==> src/rtl/proc_pkg.sv <==
// Shared processor-interface encodings: control_signal values and result-source tags.
package proc_pkg;

  localparam logic [1:0] CTRL_ALU = 2'b01;
  localparam logic [1:0] CTRL_MEM = 2'b10;

  localparam logic SRC_ALU = 1'b0;
  localparam logic SRC_MEM = 1'b1;

  // True when control_signal names a real result producer.
  function automatic logic is_result(input logic [1:0] ctrl);
    return (ctrl == CTRL_ALU) || (ctrl == CTRL_MEM);
  endfunction

endpackage

==> src/rtl/result_fifo_mem.sv <==
// Entry storage for the result capture FIFO: sync write, combinational read, no reset.
module result_fifo_mem #(
  parameter int unsigned WIDTH = 33,
  parameter int unsigned DEPTH = 8,
  parameter int unsigned AW    = $clog2(DEPTH)
) (
  input  logic             clk,
  input  logic             we_i,
  input  logic [AW-1:0]    waddr_i,
  input  logic [WIDTH-1:0] wdata_i,
  input  logic [AW-1:0]    raddr_i,
  output logic [WIDTH-1:0] rdata_o
);

  logic [WIDTH-1:0] mem_q [DEPTH];

  // Write port.
  always_ff @(posedge clk) begin
    if (we_i) mem_q[waddr_i] <= wdata_i;
  end

  assign rdata_o = mem_q[raddr_i];

endmodule

==> src/rtl/result_capture_fifo.sv <==
// Captures valid processor results into a FIFO and drains them over valid/ready.
// Optional feature macro: RESULT_SEQ_EN adds a per-entry sequence stamp and the out_seq port.
module result_capture_fifo
  import proc_pkg::*;
#(
  parameter int unsigned DATA_W = 32,
  parameter int unsigned DEPTH  = 8,
`ifdef RESULT_SEQ_EN
  parameter int unsigned SEQ_W  = 8,
`endif
  parameter int unsigned DROP_W = 8
) (
  input  logic                     clk,
  input  logic                     reset,
  input  logic [DATA_W-1:0]        in_data,
  input  logic                     in_flag,
  input  logic [1:0]               in_ctrl,
  input  logic                     capture_en,
  input  logic                     clear,
  output logic                     out_valid,
  input  logic                     out_ready,
  output logic [DATA_W-1:0]        out_data,
  output logic                     out_src,
`ifdef RESULT_SEQ_EN
  output logic [SEQ_W-1:0]         out_seq,
`endif
  output logic [$clog2(DEPTH):0]   count,
  output logic                     overflow,
  output logic [DROP_W-1:0]        drop_count
);

  localparam int unsigned AW = $clog2(DEPTH);
  localparam int unsigned CW = AW + 1;
`ifdef RESULT_SEQ_EN
  localparam int unsigned EW = DATA_W + 1 + SEQ_W;
`else
  localparam int unsigned EW = DATA_W + 1;
`endif

  logic [AW-1:0]     wr_ptr_q, wr_ptr_d, rd_ptr_q, rd_ptr_d;
  logic [CW-1:0]     count_q, count_d;
  logic              overflow_q, overflow_d;
  logic [DROP_W-1:0] drop_q, drop_d;
  logic              valid_q, valid_d;
  logic [DATA_W-1:0] data_q, data_d;
  logic              src_q, src_d;
`ifdef RESULT_SEQ_EN
  logic [SEQ_W-1:0]  seq_q, seq_d, oseq_q, oseq_d;
`endif

  logic          wr_req, rd, full, wr_en, rd_en, drop, in_src;
  logic [EW-1:0] wdata, rdata, head;

  assign wr_req = in_flag & capture_en & is_result(in_ctrl);
  assign rd     = valid_q & out_ready;
  assign full   = (count_q == CW'(DEPTH));
  assign wr_en  = wr_req & (~full | rd) & ~clear;
  assign rd_en  = rd & ~clear;
  assign drop   = wr_req & full & ~rd & ~clear;
  assign in_src = (in_ctrl == CTRL_MEM) ? SRC_MEM : SRC_ALU;

`ifdef RESULT_SEQ_EN
  assign wdata = {seq_q, in_src, in_data};
`else
  assign wdata = {in_src, in_data};
`endif

  result_fifo_mem #(.WIDTH(EW), .DEPTH(DEPTH), .AW(AW)) u_mem (
    .clk    (clk),
    .we_i   (wr_en),
    .waddr_i(wr_ptr_q),
    .wdata_i(wdata),
    .raddr_i(rd_ptr_d),
    .rdata_o(rdata)
  );

  // Pointer, occupancy, drop and sequence next-state.
  always_comb begin
    wr_ptr_d   = wr_ptr_q + AW'(wr_en);
    rd_ptr_d   = rd_ptr_q + AW'(rd_en);
    count_d    = count_q;
    overflow_d = overflow_q | drop;
    drop_d     = drop_q;
`ifdef RESULT_SEQ_EN
    seq_d      = seq_q + SEQ_W'(wr_en);
`endif
    case ({wr_en, rd_en})
      2'b10:   count_d = count_q + CW'(1);
      2'b01:   count_d = count_q - CW'(1);
      default: count_d = count_q;
    endcase
    if (drop && (drop_q != {DROP_W{1'b1}})) drop_d = drop_q + DROP_W'(1);
    if (clear) begin
      wr_ptr_d   = '0;
      rd_ptr_d   = '0;
      count_d    = '0;
      overflow_d = 1'b0;
      drop_d     = '0;
`ifdef RESULT_SEQ_EN
      seq_d      = '0;
`endif
    end
  end

  // Next head entry; forwards the incoming word when it lands in the slot being exposed.
  always_comb begin
    head    = (wr_en && (wr_ptr_q == rd_ptr_d)) ? wdata : rdata;
    valid_d = (count_d != '0);
    data_d  = data_q;
    src_d   = src_q;
`ifdef RESULT_SEQ_EN
    oseq_d  = oseq_q;
`endif
    if (valid_d) begin
      data_d = head[DATA_W-1:0];
      src_d  = head[DATA_W];
`ifdef RESULT_SEQ_EN
      oseq_d = head[EW-1 -: SEQ_W];
`endif
    end
  end

  // State registers.
  always_ff @(posedge clk or negedge reset) begin
    if (!reset) begin
      wr_ptr_q   <= '0;
      rd_ptr_q   <= '0;
      count_q    <= '0;
      overflow_q <= 1'b0;
      drop_q     <= '0;
      valid_q    <= 1'b0;
      data_q     <= '0;
      src_q      <= 1'b0;
`ifdef RESULT_SEQ_EN
      seq_q      <= '0;
      oseq_q     <= '0;
`endif
    end else begin
      wr_ptr_q   <= wr_ptr_d;
      rd_ptr_q   <= rd_ptr_d;
      count_q    <= count_d;
      overflow_q <= overflow_d;
      drop_q     <= drop_d;
      valid_q    <= valid_d;
      data_q     <= data_d;
      src_q      <= src_d;
`ifdef RESULT_SEQ_EN
      seq_q      <= seq_d;
      oseq_q     <= oseq_d;
`endif
    end
  end

  assign out_valid  = valid_q;
  assign out_data   = data_q;
  assign out_src    = src_q;
`ifdef RESULT_SEQ_EN
  assign out_seq    = oseq_q;
`endif
  assign count      = count_q;
  assign overflow   = overflow_q;
  assign drop_count = drop_q;

endmodule

==> config.mk <==
export PLATFORM = sky130hd
export DESIGN_NAME = result_capture_fifo
export DESIGN_NICKNAME = d
export VERILOG_FILES = /design/src/rtl/proc_pkg.sv /design/src/rtl/result_fifo_mem.sv /design/src/rtl/result_capture_fifo.sv
export SDC_FILE = /design/constraint.sdc
export NUM_CORES = 1
export LEC_CHECK = 0
export ABC_AREA = 0
export CELL_PAD_IN_SITES_DETAIL_PLACEMENT = 1
export CELL_PAD_IN_SITES_GLOBAL_PLACEMENT = 1
export CORE_MARGIN = 2
export CORE_UTILIZATION = 45
export CTS_CLUSTER_DIAMETER = 150
export DETAILED_ROUTE_END_ITERATION = 10
export PLACE_DENSITY = 0.81
export SLEW_MARGIN = 20
export SYNTH_ARGS = -nofsm -noshare
export SYNTH_HDL_FRONTEND = slang
export SYNTH_SLANG_ARGS = --single-unit
==> constraint.sdc <==
create_clock -name clk -period 4.85 [get_ports clk]
set_input_delay 1.2125 -clock clk [delete_from_list [all_inputs] [get_ports clk]]
set_output_delay 1.2125 -clock clk [all_outputs]
set_load 0.005 [all_outputs]
==> impl_metrics.py <==
metrics = {
    "cts": {
        "post_cts_buffers": 0,
        "clk_latency_ns": 0.53,
        "cts-root-buf": "clkbuf_16",
        "clk_pin_slew_ns": 0.06,
        "cts_tree": "built",
        "cts_hold_buf": 0,
        "cts.sink_count": 317,
        "cts.htree.levels": 2,
        "cts_resized": 0,
        "cts_max_path_buffers": 3,
        "cts_buffers": 34,
    },
    "layout": {
        "final_common_cell": "edfxtp_1",
        "finalNonFillerCells": 1347,
        "diodes": 0,
        "drive_gt1_share_pct": 13.7,
        "finalNetCount": 986,
        "design_area_mm2": 0.0156,
        "area_delta_synth_final_pct": 20.2,
        "final_cell_mix": "edfxtp_1 (264), clkdlybuf4s50_1 (84), dfrtp_1 (53), nor2_1 (48), nand2_1 (44)",
    },
    "placed_design": {
        "placed_area_mm2": 0.0145,
        "place.gp.congestion": 0.761,
        "port_buffers": 86,
        "dp_hpwl_mm": 18.6,
        "dp_cells": 1285,
    },
    "synth": {
        "avgSynthCellArea_um2": 15.3,
        "synth_flop_cell": "edfxtp_1",
        "ys_seq_area_share_pct": 71.4,
        "yosys.cell_types.count": 42,
        "syn_inst": 849,
        "ys_ff_latch": 317,
        "synth_warnings": 0,
        "synthesis.nets": 898,
        "ys_async_sr_fraction_pct": 16.7,
        "synth.cell_area_mm2": 0.0130,
        "synth-edff-count": 264,
    },
    "detailed_routing": {
        "drtPass1Iterations": 5,
        "drt_iter0_drc": 684,
        "vias": 8212,
        "postRouteAntennaNets": 0,
        "wirelength_mm": 34.4,
        "via_per_inst": 6.10,
        "drc": 0,
        "wire_per_inst_um": 25.5,
    },
    "floorplanning": {
        "die_area_mm2": 0.0302,
        "coreArea_mm2": 0.0285,
        "start_util_pct": 45.4,
        "placementRows": 62,
        "die_w_um": 174,
        "io_pins": 87,
        "die_h_um": 174,
    },
    "grt": {
        "grt_start_max_net_pins": 67,
        "grt_pass1_vias": 9011,
        "antenna_found_initial": 0,
        "grt_use_total_pct": 22.8,
        "grt_pass1_wl_mm": 52.7,
        "grt-ovfl-total": 0,
    },
    "critical_path": {
        "critPathRequiredTime_ns": 5.26,
        "path_cells": "clkdlybuf4s50_1, inv_1, ha_1, and4bb_2, inv_1, a31oi_2, inv_1, ha_1, xor2_1, ha_1, a21oi_1, mux2i_1, xnor2_1, o41ai_4, buf_12, nand2_1, o31ai_1",
        "cp_num_cells": 17,
        "worstSetupPathType": "primary input to register",
        "crit_end": "out_data[30]$_DFFE_PN0P_",
        "critPathMaxStageDelay_ns": 0.52,
        "rrSetupSlack_ns": 1.45,
        "cp-startpoint": "in_ctrl[0]",
        "path_delay_family": "compound AO/OA/AOI/OAI gates",
        "worstPathBufferInverterCount": 5,
        "crit_path_max_fanout": 37,
        "r2r_cells": 13,
        "timing.rr.start": "count[0]$_DFF_PN0_",
        "worstReg2RegEnd": "out_data[30]$_DFFE_PN0P_",
        "cp-end-kind": "register",
        "crit_path_top_delay_cell": "o41ai_4",
        "cp-start-kind": "primary input",
        "worstPathArrival_ns": 4.82,
    },
    "timing": {
        "period_needed_ns": 4.41,
        "slew_headroom_pct": 38.3,
        "rsz0062_at_grt": "false",
        "hold_viol_final": 0,
        "drv_slew": 0,
        "setup_violations": 0,
        "finalHoldWorstSlack_ns": 0.477,
        "skew_ns": 0.0265,
        "tightest_slew_ns": 0.926,
        "clock.fmax_mhz": 227,
        "period_share_pct": 90.9,
    },
    "status": {
        "status": "complete, no violations",
    },
    "flow_run": {
        "max_cap_violations": 0,
    },
    "pwr": {
        "intPower_w": 0.00495,
        "clkPwrFrac_pct": 40.1,
        "pwr-share-seq_pct": 49.6,
        "powerDensity_mw_per_mm2": 413,
        "ir_drop_uv": 248,
        "p_switching_w": 0.00148,
        "swShare_pct": 23.0,
        "p_comb_share_pct": 10.2,
        "power.leakage_nw": 5.31,
    },
    "hold_path": {
        "holdPathStages": 2,
        "hold_path_class": "register to register",
    },
}
metrics by stage:
step                      utilization (%)  setup WS, ns  total power [W]  setup TNS, ns
final                                54.5         0.440          0.00643              0
after global routing                 54.5         0.210          0.00661              0
after CTS                            54.5         0.429          0.00647              0
after detailed placement             50.7       -0.0241          0.00390        -0.0385
after global placement               50.7         0.138          0.00386              0
after floorplan                         -         0.368          0.00345              0
power by group through the flow:
stage                     logic [W]  clock network (W)  registers, W
after floorplan            0.000237                  0       0.00322
after global placement     0.000616                  0       0.00325
after detailed placement   0.000652                  0       0.00325
after CTS                  0.000667            0.00261       0.00319
after global routing       0.000711            0.00270       0.00320
final                      0.000658            0.00258       0.00319
worst reg2reg max path, stage by stage (launching register included):
cell and delay [ns]:
dfrtp_1 0.46, nor3_1 0.41, a31oi_2 0.16, inv_1 0.10, ha_1 0.28, xor2_1 0.12
ha_1 0.19, a21oi_1 0.14, mux2i_1 0.27, xnor2_1 0.16, o41ai_4 0.52, buf_12 0.27
nand2_1 0.14, o31ai_1 0.09
cell usage after synthesis, types with 6 or more instances:
master	instances	area, um2
clkbuf_1	44	165
edfxtp_1	264	7930
mux2_2	33	372
buf_2	14	70.1
nor2_1	49	184
ha_1	9	113
mux2i_1	37	370
a221o_1	33	330
a22oi_1	34	255
xor2_1	9	78.8
nand2_1	45	169
dfrtp_1	53	1330
o211ai_1	34	255
o31ai_1	33	248
o21ai_0	36	180
o221ai_1	33	289
a21boi_1	13	97.6
inv_1	6	22.5
a21boi_0	20	150
worst min-delay path by stage:
stage	from	to
after floorplan	out_data[0]$_DFFE_PN0P_	out_data[0]$_DFFE_PN0P_
after global placement	out_data[31]$_DFFE_PN0P_	out_data[31]$_DFFE_PN0P_
after detailed placement	out_data[31]$_DFFE_PN0P_	out_data[31]$_DFFE_PN0P_
after CTS	out_data[31]$_DFFE_PN0P_	out_data[31]$_DFFE_PN0P_
after global routing	out_data[4]$_DFFE_PN0P_	out_data[4]$_DFFE_PN0P_
final	out_data[31]$_DFFE_PN0P_	out_data[31]$_DFFE_PN0P_
cell type report:
class,count,area (um2)
repair buffers,116,1190
inverters,10,37.5
fillers,2692,13000
well taps,384,480
multi-input cells,458,3500
clock inverters,20,191
flip-flops and latches,317,9250
clock buffers,42,912
flip-flops by register name (all words and copies together) (netlist names):
signal       count
overflow         1
out_src          1
out_data        32
u_mem.mem_q    264
count            4
drop_count       8
out_valid        1
wr_ptr_q         3
rd_ptr_q         3
cells by family after synthesis:
logic type / Yosys count / synth area share [%]
buffers and inverters: 74 / 2.48
AOI/OAI and AO/OA: 245 / 14.5
adders and majority gates: 9 / 0.869
and+or+nand+nor: 121 / 4.10
DFF: 317 / 71.4
xor gates and xnor gates: 13 / 0.879
muxes: 70 / 5.73
routing by layer:
metal	up-vias	wire, um	track usage [%]
met2	338	17500	39.1
met4	0	909	8.47
met1	4242	13700	29.2
li1	3554	-	-
met5	-	0	0
met3	78	2270	4.01
(Power assumes the default switching activity.)
